File: src/rtl/sample_serializer.sv
// sample_serializer: sample FIFO feeding a left-justified stereo serial DAC link.
// Each mono sample is sent MSB-first in both the left and the right slot. The
// link clocks come from a main_clk divider, and all serial state moves on
// dac_bclk falling edges.
module sample_serializer #(
  parameter int OUTPUT_BITS = 12,
  parameter int FRAME_BITS  = 16,
  parameter int BCLK_DIV    = 4,
  parameter int FIFO_DEPTH  = 4
) (
  input  logic                             main_clk,
  input  logic                             reset,
  input  logic signed [OUTPUT_BITS-1:0]    sample_in,
  input  logic                             sample_valid,
  output logic                             sample_ready,
  output logic [$clog2(FIFO_DEPTH+1)-1:0]  fifo_level,
  output logic                             dac_bclk,
  output logic                             dac_lrclk,
  output logic                             dac_sdata,
  output logic                             underrun
);

  localparam int LW = $clog2(FIFO_DEPTH+1);
  localparam int PW = (FIFO_DEPTH > 1) ? $clog2(FIFO_DEPTH) : 1;
  localparam int BW = $clog2(2*FRAME_BITS);
  localparam int DW = (BCLK_DIV > 1) ? $clog2(BCLK_DIV) : 1;
  localparam int PAD = FRAME_BITS - OUTPUT_BITS;

  // FIFO storage and pointers
  logic [OUTPUT_BITS-1:0] mem [FIFO_DEPTH];
  logic [PW-1:0]          wr_ptr, rd_ptr;

  // serial state
  logic [DW-1:0]          div_cnt;
  logic [BW-1:0]          bit_cnt;
  logic [OUTPUT_BITS-1:0] held;
  logic [FRAME_BITS-1:0]  shreg;

  logic                   wrap, fall, frame_start, right_start, push, pop;
  logic [BW-1:0]          bit_nxt;
  logic [OUTPUT_BITS-1:0] load_val;
  logic [FRAME_BITS-1:0]  frame_word, held_word;

  assign sample_ready = (fifo_level != LW'(FIFO_DEPTH));
  assign push         = sample_valid && sample_ready;

  assign wrap        = (div_cnt == DW'(BCLK_DIV-1));
  assign fall        = wrap && dac_bclk;
  assign bit_nxt     = (bit_cnt == BW'(2*FRAME_BITS-1)) ? '0 : bit_cnt + 1'b1;
  assign frame_start = fall && (bit_nxt == '0);
  assign right_start = fall && (bit_nxt == BW'(FRAME_BITS));
  // An empty FIFO is never bypassed: a same-cycle push lands in the FIFO only.
  assign pop         = frame_start && (fifo_level != '0);

  assign load_val   = pop ? mem[rd_ptr] : held;
  // Left-justify: sample in the top bits, zero padding below.
  assign frame_word = FRAME_BITS'(load_val) << PAD;
  assign held_word  = FRAME_BITS'(held) << PAD;

  // FIFO data array; contents need no reset because fifo_level gates reads
  always_ff @(posedge main_clk) begin
    if (push) mem[wr_ptr] <= sample_in;
  end

  // FIFO pointers and exact occupancy count
  always_ff @(posedge main_clk) begin
    if (reset) begin
      wr_ptr     <= '0;
      rd_ptr     <= '0;
      fifo_level <= '0;
    end else begin
      if (push) wr_ptr <= (wr_ptr == PW'(FIFO_DEPTH-1)) ? '0 : wr_ptr + 1'b1;
      if (pop)  rd_ptr <= (rd_ptr == PW'(FIFO_DEPTH-1)) ? '0 : rd_ptr + 1'b1;
      case ({push, pop})
        2'b10:   fifo_level <= fifo_level + 1'b1;
        2'b01:   fifo_level <= fifo_level - 1'b1;
        default: fifo_level <= fifo_level;
      endcase
    end
  end

  // bclk divider plus the frame/slot shifter, which moves only on bclk falls
  always_ff @(posedge main_clk) begin
    if (reset) begin
      div_cnt   <= '0;
      dac_bclk  <= 1'b0;
      bit_cnt   <= BW'(2*FRAME_BITS-1);
      held      <= '0;
      shreg     <= '0;
      dac_lrclk <= 1'b0;
      dac_sdata <= 1'b0;
      underrun  <= 1'b0;
    end else begin
      div_cnt  <= wrap ? '0 : div_cnt + 1'b1;
      underrun <= 1'b0;
      if (wrap) dac_bclk <= ~dac_bclk;
      if (fall) begin
        bit_cnt <= bit_nxt;
        if (frame_start) begin
          held      <= load_val;
          shreg     <= frame_word;
          dac_lrclk <= 1'b0;
          dac_sdata <= frame_word[FRAME_BITS-1];
          underrun  <= !pop;
        end else if (right_start) begin
          shreg     <= held_word;
          dac_lrclk <= 1'b1;
          dac_sdata <= held_word[FRAME_BITS-1];
        end else begin
          shreg     <= shreg << 1;
          dac_sdata <= shreg[FRAME_BITS-2];
        end
      end
    end
  end

endmodule

File: config.mk
export PLATFORM = sky130hd
export DESIGN_NAME = sample_serializer
export DESIGN_NICKNAME = d
export VERILOG_FILES = /design/src/rtl/sample_serializer.sv
export SDC_FILE = /design/constraint.sdc
export NUM_CORES = 1
export LEC_CHECK = 0
export CAP_MARGIN = 5
export CORE_MARGIN = 5
export CORE_UTILIZATION = 32
export CTS_CLUSTER_DIAMETER = 200
export DETAILED_ROUTE_END_ITERATION = 12
export HOLD_SLACK_MARGIN = 0.05
export SETUP_SLACK_MARGIN = 0.15
export SYNTH_ARGS = -nofsm -noshare
export SYNTH_HDL_FRONTEND = slang
export SYNTH_SLANG_ARGS = --single-unit
File: constraint.sdc
create_clock -name main_clk -period 6.81 [get_ports main_clk]
set_input_delay 1.362 -clock main_clk [delete_from_list [all_inputs] [get_ports main_clk]]
set_output_delay 1.362 -clock main_clk [all_outputs]
set_load 0.1 [all_outputs]
### Yosys cells after proc, flatten, opt, wreduce, memory -nomap -nowiden

Memories as Yosys holds them, arrays and structs flattened. A register that Yosys moved wholly into a read port is not among the register bits.
Index checks and enable logic that the tools add are counted.

| storage, ports and cells | value |
|---|---|
| bits in writable memories | 48 |
| bits in latches | 0 |
| output and inout port bits | 8 |
| memory bits (read-only) | 0 |
| flip-flop bits (word level) | 45 |
| memories kept | 1 |

Memory list:

| memory | depth | width | read ports | clocked after Yosys merged registers in | write ports | line | source |
|---|---|---|---|---|---|---|---|
| mem | 4 | 12 | 1 | 1 | 1 | 30 | `logic [OUTPUT_BITS-1:0] mem [FIFO_DEPTH];` |

| operators by class | value |
|---|---|
| equal/unequal tests | 8 |
| mux-type cells | 15 |
| reduce and logical (&&, ||, !) cells | 14 |
| multipliers | 0 |
| div/mod/pow operators | 0 |
| shift operators | 0 |
| magnitude comparators | 0 |
| add/subtract/negate cells | 6 |
| bitwise gates (word level) | 3 |

Operators by type and width:

| kind | count |
|---|---|
| 15-bit 2-to-1 mux | 2 |
| 12-bit 2-to-1 mux | 1 |
| 5-bit == test, second input constant | 2 |
| 2-bit == test, second input constant | 4 |
| 2-bit 2-to-1 mux | 4 |
| 2-bit by 1-bit adder with 2-bit output, second input constant | 3 |
| 1-bit 2-to-1 mux | 6 |
| 3-bit case mux with 2 select lines | 1 |
| 5-bit by 1-bit adder with 5-bit output, second input constant | 1 |
| 1-bit logical AND | 5 |
| 5-bit zero test | 1 |
| 5-bit 2-to-1 mux | 1 |
| 2-bit AND reduction | 2 |
| 2-bit nonzero test | 2 |
| 3-bit by 1-bit adder with 3-bit output, second input constant | 1 |
| 3-bit inequality test, second input constant | 1 |
| 1-bit inverter | 3 |
| 3-bit nonzero test | 1 |
| 3-bit OR reduction | 1 |
| 3-bit by 1-bit subtractor with 3-bit output, second input constant | 1 |
| 2-bit by 1-bit == test with 1-bit output, second input constant | 1 |
| 2-bit OR reduction | 1 |
| 1-bit zero test | 1 |

### Longest topological paths before layout

| logic depth | value |
|---|---|
| depth after elaboration | 7 |
| gate-level depth with buffers | 12 |

### Worst setup path before layout

Ideal clock, no wire load.

| path | value |
|---|---|
| path kind | register to register |
| from | reg fifo_level[2] |
| to | reg fifo_level[2] |
| stages on the path, launching flop included | 10 |
| setup time | 70 ps |
| required time | 6,740 ps |
| setup slack | 3,220 ps |
| arrival | 3,520 ps |
| cells stage by stage | dfxtp_1 or3b_2 clkbuf_1 nand2_1 ha_1 inv_1 fa_1 xor2_1 or3_1 a21oi_1 |

| between the ends | value |
|---|---|
| word-level cells in the longest chain between the ends | 4 |
| elaborated cells between the ends (all ways) | 10 |

Ends and longest elaborated chain:

| item | line | source |
|---|---|---|
| start, declared | 16 | `output logic [$clog2(FIFO_DEPTH+1)-1:0] fifo_level,` |
| start signal, assigned | 75 | `2'b10: fifo_level <= fifo_level + 1'b1;` |
| start signal, assigned | 76 | `2'b01: fifo_level <= fifo_level - 1'b1;` |
| start signal, assigned | 77 | `default: fifo_level <= fifo_level;` |
| 3-bit inequality test (*) | 44 | `assign sample_ready = (fifo_level != LW'(FIFO_DEPTH));` |
| named net sample_ready | 15 | `output logic sample_ready,` |
| 1-bit logical AND (*) | 45 | `assign push = sample_valid && sample_ready;` |
| 2-bit by 1-bit == test with 1-bit output or 2-bit == test (tied branches) | 74 | `case ({push, pop})` |
| 3-bit case mux with 2 select lines or 2-bit nonzero test (tied branches) | -- |  |

Mark *: on every way through the listed nets, which the timed path passes. The rest lies on a longest branch.
A chain may end at the register's enable or synchronous reset.

### Worst setup path after layout

| path | value |
|---|---|
| from | reg bit_cnt[0] |
| to | reg fifo_level[2] |

| between the ends | value |
|---|---|
| word-level cells in the longest chain between the ends | 7 |
| elaborated cells between the ends (all ways) | 10 |

Ends and longest elaborated chain:

| item | line | source |
|---|---|---|
| start, declared | 35 | `logic [BW-1:0] bit_cnt;` |
| start signal, assigned | 87 | `bit_cnt <= BW'(2*FRAME_BITS-1);` |
| start signal, assigned | 98 | `bit_cnt <= bit_nxt;` |
| 5-bit by 1-bit adder with 5-bit output or 5-bit == test (tied branches) | 49 | `assign bit_nxt = (bit_cnt == BW'(2*FRAME_BITS-1)) ? '0 : bit_cnt + 1'b1;` |
| 5-bit 2-to-1 mux (*) | 49 |  |
| named net bit_nxt[4] | 40 | `logic [BW-1:0] bit_nxt;` |
| 5-bit zero test (*) | 50 | `assign frame_start = fall && (bit_nxt == '0);` |
| 1-bit logical AND (*) | 50 |  |
| 1-bit logical AND (*) | 53 | `assign pop = frame_start && (fifo_level != '0);` |
| 2-bit by 1-bit == test with 1-bit output or 2-bit == test (tied branches) | 74 |  |
| 3-bit case mux with 2 select lines or 2-bit nonzero test (tied branches) | -- |  |

Marks and branches as above.

==> impl_results.md <==
- # fillers: 1,142
- Logic gate share of total power: 8.8%
- Worst Path Max Fanout: 25
- Max clock buf depth: 2
- # IOs: 23
- Max H-tree Level: 3
- EDFF count, synth: 48
- CP Launch Type: register
- Post-synth top area cell: edfxtp_1
- Nets@finish: 338
- Skew final: 8.73 ps
- Number of cell rows: 40
- # Post-CTS Setup Buffers: 0
- Synth unique cells: 46
- Clk slew on worst S/H paths: 70 ps
- HPWL Detailed: 4840 um
- Worst Path Required: 7060 ps
- Routability cong.: 0.717
- Setup CP Type: register to register
- Post-route setup TNS: 0 ps
- Leak Pwr: 1.48 nW
- Vias post-DR: 2,511
- Endpoints failing hold: 0
- CTS root buf: clkbuf_16
- CTS tree: built
- Max_slew headroom: 30.5%
- Top post-synthesis cells by area: edfxtp_1, dfxtp_1, mux4_1
- Final min period: 3700 ps
- Top-count cell post-synth: edfxtp_1
- Post-synth top area share: 36.3%
- N_diodes: 0
- Initial Util: 32.9%
- Max Freq: 270 MHz
- RSZ-0062 raised after global routing: no
- DR DRC count: 0
- Total track usage: 10.8%
- Post-synth net total: 327
- Crit path DAT: 3950 ps
- P_sw: 0.000287 W
- Pre-antenna DRT Iters: 5
- Sw Share: 24.6%
- Final setup vio count: 0
- Power Dens Cells: 254 nW/um2
- Slew Viols, Final: 0
- Maximum vdd drop: 0.150 mV
- Die height: 121 um
- TritonCTS Buffers: 9
- Pint: 0.000877 W
- Crit. End Element: register
- Synth warn: 0
- Number of placed cells counting well taps: 470
- Total power: 0.00116 W
- Pin count of the biggest net entering global routing: 27
- Drt total wl: 7600 um
- Mapped Cells: 302
- Seq cells post-synth: 91
- Clock share of power: 39.4%
- Async set-or-reset flop fraction in the synthesized netlist: 0%
- First-pass GRT wire length: 12,600 um
- Total of max-cap violations: 0
- CTS hold repair buffers: 0
- Fraction of layout cells with a size suffix above 1: 11.6%
- Total die area: 14,700 um2
- Non-Filler Instances: 486
- PortBufs: 22
- DR iter-0 viols: 136
- Syn avg cell area: 13.1 um2
- Post-route ant nets: 0
- Worst hold path type: register to register
- Top post-synthesis cells by count: edfxtp_1, dfxtp_1, a21oi_1, nor2_1
- Syn-to-layout area delta: 15.2%
- Vias in the first global route: 2,456
- Clock sink count: 91
- Worst Tran Pin Value: 1040 ps
- Fin crit share: 54.3%
- Register area share after synthesis: 58.0%
- Routed vias/inst: 5.17
- Status: finished, final reports clean
- Grt total ovfl: 0
- Routed wire length per instance: 15.6 um
- Initial antenna violation count: 0
- Ys flop type: edfxtp_1
- Cell Area, Synth: 3970 um2
- Core area: 12,100 um2
- Die Wd: 121 um
- Post-CTS Resized: 0
- Clk Latency, worst-skew pair: 340 ps
- Register share of total power: 51.8%
## power by group through the flow
stage / logic, W / clock network (W) / registers, W
after floorplan: 0.0000603 / 0 / 0.000626
after global placement: 0.000102 / 0 / 0.000614
after detailed placement: 0.000103 / 0 / 0.000615
after CTS: 0.000104 / 0.000467 / 0.000603
after global routing: 0.000111 / 0.000490 / 0.000604
final: 0.000103 / 0.000458 / 0.000602
## placed cells by master, fill, tap and decap left out, drive strengths merged, types with 2 or more instances in the layout
cell and count:
o31ai 14, nor4b 2, ha 9, nor3 5, mux2 3, xor2 2
and2 2, nand4 13, or3 2, nor3b 12, mux2i 2, a21oi 19
nor2 17, a2111oi 11, mux4 12, a211oi 11, clkinvlp 4, o21ai 14
nand3 3, inv 9, dfxtp 43, and3 6, edfxtp 48, nor2b 2
xnor2 2, nand2 10, clkbuf 9, clkdlybuf4s50 22
## path summary, 6_finish.rpt
check,from,to,slack [ps],cells past startpoint
worst max-delay path,bit_cnt[0]$_SDFFE_PP1P_,fifo_level[2]$_SDFFE_PP0P_,3110,11
worst max register to register,bit_cnt[0]$_SDFFE_PP1P_,fifo_level[2]$_SDFFE_PP0P_,3110,11
worst min register to register,div_cnt[0]$_SDFF_PP0_,div_cnt[0]$_SDFF_PP0_,440,1
worst min-delay path,div_cnt[0]$_SDFF_PP0_,div_cnt[0]$_SDFF_PP0_,440,1
## state kept, by name (all words and copies together), names as in the netlist, named ones only
register,flops
dac_lrclk,1
wr_ptr,2
mem,48
rd_ptr,2
underrun,1
div_cnt,2
dac_bclk,1
shreg,11
bit_cnt,5
dac_sdata,1
fifo_level,3
held,12
## critical path: stages (launching register included)
cell and delay (ps):
dfxtp_1 360, ha_1 250, and3_1 190, ha_1 500
or2_1 690, nor3_2 370, ha_1 220, inv_1 60
fa_1 370, xor2_1 150, or3_1 300, a21oi_1 150
## metrics by stage
stage	util, %	setup WS (ps)	hold slack [ps]	cell area (um2)
3_5_place_dp	35.6	3150	418	4300
2_1_floorplan	-	3220	404	3970
5_1_grt	37.9	2880	475	4570
4_1_cts	37.9	3120	434	4570
6_report	37.9	3110	435	4570
3_3_place_gp	35.6	3230	412	4300
## routing by layer
metal	vias up	GRT usage (%)	wire, um
li1	1207	-	-
met1	1240	14.4	3630
met2	54	17.2	3590
met3	10	2.75	280
met4	0	3.15	107
met5	-	0	0
## layout make-up
class	count	area [um2]	area share (%)
flip-flops and latches	91	2300	50.4
clock inverters	7	51.3	1.12
repair buffers	23	228	4.98
well taps	168	210	4.60
multi-input cells	181	1530	33.4
clock buffers	9	225	4.93
inverters	7	26.3	0.575
## cells by family after synthesis
kind of cell,count (synthesis),synth area share [%]
adders and majority gates,10,3.34
AOI/OAI and AO/OA,73,13.7
buffers and inverters,30,3.44
and+or+nand+nor,77,11.4
DFF,91,58.0
muxes,17,9.21
xor gates and xnor gates,4,0.883
No activity file was read; power rests on OpenSTA's default activity.
